==> src/rtl/aes_seq_pkg.sv <==
// rtl/aes_seq_pkg.sv - shared states, mode codes, round count helper and 7-segment glyphs
package aes_seq_pkg;

  typedef enum logic [2:0] {
    S_IDLE,
    S_LOAD,
    S_ROUND,
    S_CHECK,
    S_NEXT,
    S_DONE
  } state_e;

  localparam logic [1:0] MODE_IDLE = 2'd0;
  localparam logic [1:0] MODE_ENC  = 2'd1;
  localparam logic [1:0] MODE_DEC  = 2'd2;
  localparam logic [1:0] MODE_RT   = 2'd3;

  // Glyph codes 0..15 are hex digits; two extra codes select 'P' and blank.
  localparam logic [4:0] CODE_F     = 5'd15;
  localparam logic [4:0] CODE_P     = 5'd16;
  localparam logic [4:0] CODE_BLANK = 5'd17;

  // Active-low segments, bit 0 = a ... bit 6 = g.
  localparam logic [6:0] GLYPH_P     = 7'h0C;
  localparam logic [6:0] GLYPH_BLANK = 7'h7F;
  localparam logic [6:0] GLYPH_HEX [16] = '{
    7'h40, 7'h79, 7'h24, 7'h30, 7'h19, 7'h12, 7'h02, 7'h78,
    7'h00, 7'h10, 7'h08, 7'h03, 7'h46, 7'h21, 7'h06, 7'h0E
  };

  function automatic int nr_of(input int key_bits);
    if (key_bits == 256) return 14;
    else if (key_bits == 192) return 12;
    else return 10;
  endfunction

endpackage

==> src/rtl/seg7_decoder.sv <==
// rtl/seg7_decoder.sv - glyph code to active-low 7-segment pattern
module seg7_decoder
  import aes_seq_pkg::*;
(
  input  logic [4:0] code_i,
  output logic [6:0] seg_o
);

  always_comb begin
    seg_o = GLYPH_BLANK;
    if (code_i < 5'd16) seg_o = GLYPH_HEX[code_i[3:0]];
    else if (code_i == CODE_P) seg_o = GLYPH_P;
  end

endmodule

==> src/rtl/aes_selftest_seq.sv <==
// rtl/aes_selftest_seq.sv - AES known-answer self-test sequencer with optional 7-segment status
// Display decoder built only when AES_SEG_DISPLAY_EN is defined.
module aes_selftest_seq
  import aes_seq_pkg::*;
#(
  parameter int KEY_BITS    = 128,
  parameter int NUM_VECTORS = 4,
  parameter int NUM_DIGITS  = 6,
  localparam int VW = (NUM_VECTORS > 1) ? $clog2(NUM_VECTORS) : 1
) (
  input  logic                    CLK,
  input  logic                    reset,
  input  logic [1:0]              mode,
  input  logic                    start,
  input  logic                    dp_match,
  output logic                    load,
  output logic                    rnd_en,
  output logic [3:0]              rnd_idx,
  output logic                    dec,
  output logic [VW-1:0]           vec_idx,
  output logic                    busy,
  output logic                    done,
  output logic                    assert_o,
  output logic [4:0]              fail_cnt,
  output logic [7*NUM_DIGITS-1:0] seg
);

  localparam logic [3:0]    NR       = 4'(nr_of(KEY_BITS));
  localparam logic [VW-1:0] LAST_VEC = VW'(NUM_VECTORS - 1);

  state_e        state_q;
  logic [1:0]    mode_q;
  logic          load_q, rnd_en_q, dec_q, busy_q, done_q, pass_q;
  logic [3:0]    rnd_idx_q;
  logic [VW-1:0] vec_idx_q;
  logic [4:0]    fail_cnt_q;

  always_ff @(posedge CLK or posedge reset) begin
    if (reset) begin
      state_q    <= S_IDLE;
      mode_q     <= MODE_IDLE;
      load_q     <= 1'b0;
      rnd_en_q   <= 1'b0;
      rnd_idx_q  <= '0;
      dec_q      <= 1'b0;
      vec_idx_q  <= '0;
      busy_q     <= 1'b0;
      done_q     <= 1'b0;
      pass_q     <= 1'b0;
      fail_cnt_q <= '0;
    end else begin
      load_q   <= 1'b0;
      rnd_en_q <= 1'b0;
      if (busy_q && mode != mode_q) begin
        state_q    <= S_IDLE;
        busy_q     <= 1'b0;
        rnd_idx_q  <= '0;
        dec_q      <= 1'b0;
        vec_idx_q  <= '0;
        fail_cnt_q <= '0;
      end else begin
        case (state_q)
          S_IDLE, S_DONE: begin
            if (start && mode != MODE_IDLE) begin
              state_q    <= S_LOAD;
              mode_q     <= mode;
              load_q     <= 1'b1;
              rnd_idx_q  <= '0;
              dec_q      <= 1'b0;
              vec_idx_q  <= '0;
              fail_cnt_q <= '0;
              busy_q     <= 1'b1;
              done_q     <= 1'b0;
              pass_q     <= 1'b0;
            end else if (mode == MODE_IDLE) begin
              state_q <= S_IDLE;
              done_q  <= 1'b0;
              pass_q  <= 1'b0;
            end
          end
          S_LOAD: begin
            state_q   <= S_ROUND;
            rnd_en_q  <= 1'b1;
            rnd_idx_q <= '0;
            dec_q     <= (mode_q == MODE_DEC);
          end
          S_ROUND: begin
            if (rnd_idx_q != NR) begin
              rnd_idx_q <= rnd_idx_q + 4'd1;
              rnd_en_q  <= 1'b1;
            end else if (mode_q == MODE_RT && !dec_q) begin
              // Round trip: inverse pass follows directly on the same loaded block.
              rnd_idx_q <= '0;
              dec_q     <= 1'b1;
              rnd_en_q  <= 1'b1;
            end else begin
              state_q <= S_CHECK;
            end
          end
          S_CHECK: begin
            if (!dp_match && fail_cnt_q != 5'd31) fail_cnt_q <= fail_cnt_q + 5'd1;
            state_q <= S_NEXT;
          end
          S_NEXT: begin
            if (vec_idx_q == LAST_VEC) begin
              state_q <= S_DONE;
              busy_q  <= 1'b0;
              done_q  <= 1'b1;
              pass_q  <= (fail_cnt_q == 5'd0);
            end else begin
              state_q   <= S_LOAD;
              vec_idx_q <= vec_idx_q + VW'(1);
              load_q    <= 1'b1;
              rnd_idx_q <= '0;
              dec_q     <= 1'b0;
            end
          end
          default: state_q <= S_IDLE;
        endcase
      end
    end
  end

  assign load     = load_q;
  assign rnd_en   = rnd_en_q;
  assign rnd_idx  = rnd_idx_q;
  assign dec      = dec_q;
  assign vec_idx  = vec_idx_q;
  assign busy     = busy_q;
  assign done     = done_q;
  assign assert_o = pass_q;
  assign fail_cnt = fail_cnt_q;

`ifdef AES_SEG_DISPLAY_EN
  logic [5*NUM_DIGITS-1:0] codes;
  logic [7*NUM_DIGITS-1:0] seg_d;
  logic [7*NUM_DIGITS-1:0] seg_q;
  logic [3:0]              vec4;

  always_comb begin
    vec4 = '0;
    vec4[VW-1:0] = vec_idx_q;
    for (int g = 0; g < NUM_DIGITS; g++) codes[g*5 +: 5] = CODE_BLANK;
    codes[4:0]   = (rnd_idx_q >= 4'd10) ? {1'b0, rnd_idx_q - 4'd10} : {1'b0, rnd_idx_q};
    codes[9:5]   = (rnd_idx_q >= 4'd10) ? 5'd1 : 5'd0;
    codes[14:10] = {1'b0, vec4};
    codes[19:15] = done_q ? (pass_q ? CODE_P : CODE_F) : CODE_BLANK;
    if (NUM_DIGITS > 4) codes[(NUM_DIGITS-1)*5 +: 5] = {3'b000, mode};
  end

  for (genvar g = 0; g < NUM_DIGITS; g++) begin : g_digit
    seg7_decoder u_dec (
      .code_i (codes[g*5 +: 5]),
      .seg_o  (seg_d[g*7 +: 7])
    );
  end

  always_ff @(posedge CLK or posedge reset) begin
    if (reset) seg_q <= '1;
    else       seg_q <= seg_d;
  end

  assign seg = seg_q;
`else
  assign seg = '1;
`endif

endmodule

==> config.mk <==
export PLATFORM = sky130hd
export DESIGN_NAME = aes_selftest_seq
export DESIGN_NICKNAME = d
export VERILOG_FILES = /design/src/rtl/aes_seq_pkg.sv /design/src/rtl/seg7_decoder.sv /design/src/rtl/aes_selftest_seq.sv
export SDC_FILE = /design/constraint.sdc
export NUM_CORES = 1
export LEC_CHECK = 0
export CAP_MARGIN = 0
export CORE_ASPECT_RATIO = 1.1
export CORE_UTILIZATION = 39
export DETAILED_ROUTE_END_ITERATION = 8
export GPL_ROUTABILITY_DRIVEN = 1
export PLACE_DENSITY = 0.76
export SYNTH_ARGS = -nofsm -noshare
export SYNTH_HDL_FRONTEND = slang
export SYNTH_SLANG_ARGS = --single-unit
==> constraint.sdc <==
create_clock -name CLK -period 1.9 [get_ports CLK]
set_clock_uncertainty 0.15 [all_clocks]
set_input_delay 0.285 -clock CLK [delete_from_list [all_inputs] [get_ports CLK]]
set_output_delay 0.285 -clock CLK [all_outputs]
set_load 0.05 [all_outputs]
==> flow_summary.json, run 1 <==
{
  "outcome": "complete, but fails checks",
  "violations": "setup timing",
  "design_area_sq_mm": 0.00198,
  "hold_buffers": 0,
  "postSynthCellCount": 177,
  "synth_top_area_share_pct": 34.1,
  "hold_path.class": "input pin to asynchronous set/reset pin",
  "rsz0062_at_grt": "true",
  "grt_start_max_net_pins": 23,
  "endpoint_kind": "flip-flop",
  "p_leak_nw": 0.999,
  "dpl-instance-area_sq_mm": 0.00189,
  "syn2layout_area_growth_pct": 22.4,
  "tns_ps": -243,
  "cts_tree": "yes",
  "avgViaCountPerCell": 4.74,
  "clk_pin_slew_ps": 80,
  "finalCritPeriodShare_pct": 106,
  "yosysWarnings": 0,
  "synth_area_leader_cell": "dfrtp_1",
  "rows": 24,
  "p_int_mw": 1.22,
  "cp.required_ps": 1910,
  "crit_arrival_ps": 2020,
  "core-area_sq_mm": 0.00396,
  "drtPass1Iterations": 5,
  "vias": 1313,
  "grt_usage_pct": 14.8,
  "drtIter0Drc": 33,
  "drc": 0,
  "grt_overflow": 0,
  "synth_edf_count": 0,
  "power.density_mw_per_mm2": 1180,
  "seq_power_share_pct": 29.1,
  "final_util_pct": 49.9,
  "root_buffer": "clkbuf_8",
  "wl_um": 3100,
  "cts_sinks": 22,
  "clkLatencyLatePin_ps": 270,
  "ys_seq_area_share_pct": 34.1,
  "antenna_found_initial": 0,
  "place.gp.congestion": 0.827,
  "irDropWorstVdd_uv": 899,
  "grt_pass1_wl_um": 5220,
  "avgSynthCellArea_sq_um": 9.13,
  "fmax_mhz": 496,
  "p_sw_share_pct": 47.7,
  "cts_max_level": 1,
  "async_flop_share_pct": 100,
  "rrSetupSlack_ps": -110,
  "setup-violations-final": 3,
  "hpwl_um": 2370,
  "crit_path_max_fanout": 4,
  "io_pins": 65,
  "fin_nets": 238,
  "die_width_um": 63.4,
  "synth.top_cells.by_area": "dfrtp_1 (34%), buf_4 (20%), ha_1 (4.6%)",
  "cts_buffers": 3,
  "antenna_cells": 0,
  "io_buffers": 22,
  "power.switching_mw": 1.11,
  "max-cap-violations": 0,
  "combPwrFrac_pct": 57.9,
  "first_global_vias": 1210,
  "nFillCells": 403,
  "antenna_left": 0,
  "finalPower_mw": 2.34,
  "startpoint_type": "flip-flop",
  "ys_types": 44,
  "setup_slack_ps": -115,
  "clockBufferDepth": 2,
  "drive_above_1_share_pct": 28.4,
  "synth_ff_type": "dfrtp_1",
  "finalMaxSlewViolations": 0,
  "fin_crit_ps": 2010,
  "pre_cts_slack_ps": -170,
  "wl_per_cell_um": 11.2,
  "hold_violations": 0,
  "ys_ff_latch": 22,
  "start_util_pct": 40.8,
  "die-area_sq_mm": 0.00441,
  "clkPwrFrac_pct": 13.0,
  "die_h_um": 69.5,
  "syn_area_sq_mm": 0.00162,
  "path_class": "flip-flop to flip-flop"
}
[final timing paths]
| path | start | endpoint | cells past startpoint |
|---|---|---|---|
| setup / recovery | fail_cnt[0]$_DFFE_PP0P_ | fail_cnt[2]$_DFFE_PP0P_ | 6 |
| hold / removal | reset | fail_cnt[3]$_DFFE_PP0P_ | 3 |
| setup reg to reg | fail_cnt[0]$_DFFE_PP0P_ | fail_cnt[2]$_DFFE_PP0P_ | 6 |
| hold reg to reg | done$_DFFE_PP0P_ | done$_DFFE_PP0P_ | 1 |
| max in group asynchronous | reset | fail_cnt[1]$_DFFE_PP0P_ | 3 |
| min in group CLK | done$_DFFE_PP0P_ | done$_DFFE_PP0P_ | 1 |
[power by group through the flow]
stage	combinational, mW	clock [mW]	sequential [mW]
after floorplan	0.791	0	0.880
after global placement	1.32	0	0.678
after detailed placement	1.33	0	0.681
after CTS	1.33	0.311	0.673
after global routing	1.46	0.322	0.696
final	1.35	0.303	0.679
[through the flow]
step           hold WS (ps)  std cells
2_1_floorplan           124        218
3_3_place_gp            330        270
3_5_place_dp            346        270
4_1_cts                 221        275
5_1_grt                 273        277
6_report                207        277
[layout make-up]
type	count	area [sq um]	area share [%]
multi-input combinational	142	903	45.7
sequential	22	554	28.0
timing repair buffer	49	380	19.2
tap	52	65.1	3.29
clock buffer	4	45.0	2.28
inverter	8	30.0	1.52
[state kept, by name, indices dropped and copies added (netlist names)]
register,cells
rnd_idx,4
mode_q,2
dec,1
busy,1
vec_idx,2
done,1
load,1
fail_cnt,5
assert_o,1
rnd_en,1
state_q,3
[cell usage in the layout, fill, tap and decap left out, drive strengths merged]
cell,n
buf,44
conb,42
dfrtp,22
nand2,9
nor2,9
a21oi,9
inv,8
nand3,6
o21ai,6
ha,6
nor3,5
clkdlybuf4s50,5
o21a,4
nor4b,4
nand3b,4
clkbuf,4
xor2,3
nand2b,3
o22ai,3
a31oi,2
nor2b,2
a22o,2
a21o,2
and3,2
mux2,2
or3,2
a211oi,2
or3b,1
and2b,1
a311oi,1
xnor2,1
a22oi,1
a2111o,1
o31ai,1
a221o,1
or2b,1
and4,1
a211o,1
o32ai,1
mux2i,1
[critical path, cell delays in order, from the launching register on]
cell	delay (ps)
dfrtp_2	430
ha_4	160
and3_4	170
ha_4	150
or3_4	360
and3_4	190
a221o_1	300
[what timing repair did]
| action | in CTS | in global routing |
|---|---|---|
| resized for setup | 0 | 5 |
| cloned | 0 | 0 |
| pin swaps | 2 | 3 |
| endpoints found under the setup margin | 3 | 6 |
| setup buffers | 1 | 2 |
[logic make-up after synthesis]
| logic type | count (synthesis) | share of synthesized area [%] |
|---|---|---|
| mux | 3 | 2.01 |
| buf+inv | 54 | 22.9 |
| simple gates | 50 | 18.3 |
| other cells | 1 | 0.232 |
| xor+xnor | 4 | 2.17 |
| fa+ha+maj | 6 | 4.64 |
| flops | 22 | 34.1 |
| compound gates | 37 | 15.6 |
[cells in the mapped netlist, drive strengths merged (3+ instances only)]
cell type / n
o22ai: 3
o21ai: 6
nand3b: 4
buf: 45
nor4b: 4
ha: 6
nand2b: 3
nor2: 9
nand3: 6
inv: 8
xor2: 3
dfrtp: 22
o21a: 4
a21oi: 9
nand2: 9
nor3: 5
[metal layers]
metal	share of wire, %	track usage [%]	vias up
met5	0	0	-
met4	1.6	7.32	0
met3	5.8	2.96	6
met2	47	23.5	52
met1	46	19.0	625
li1	-	-	630
(Power assumes the default switching activity.)
==> run 2, diff against run 1 <==
Settings changed: CTS_CLUSTER_DIAMETER set to 120.
==> results of run 2 <==
The final DEF is identical to that of run 1; final timing and power are the same.
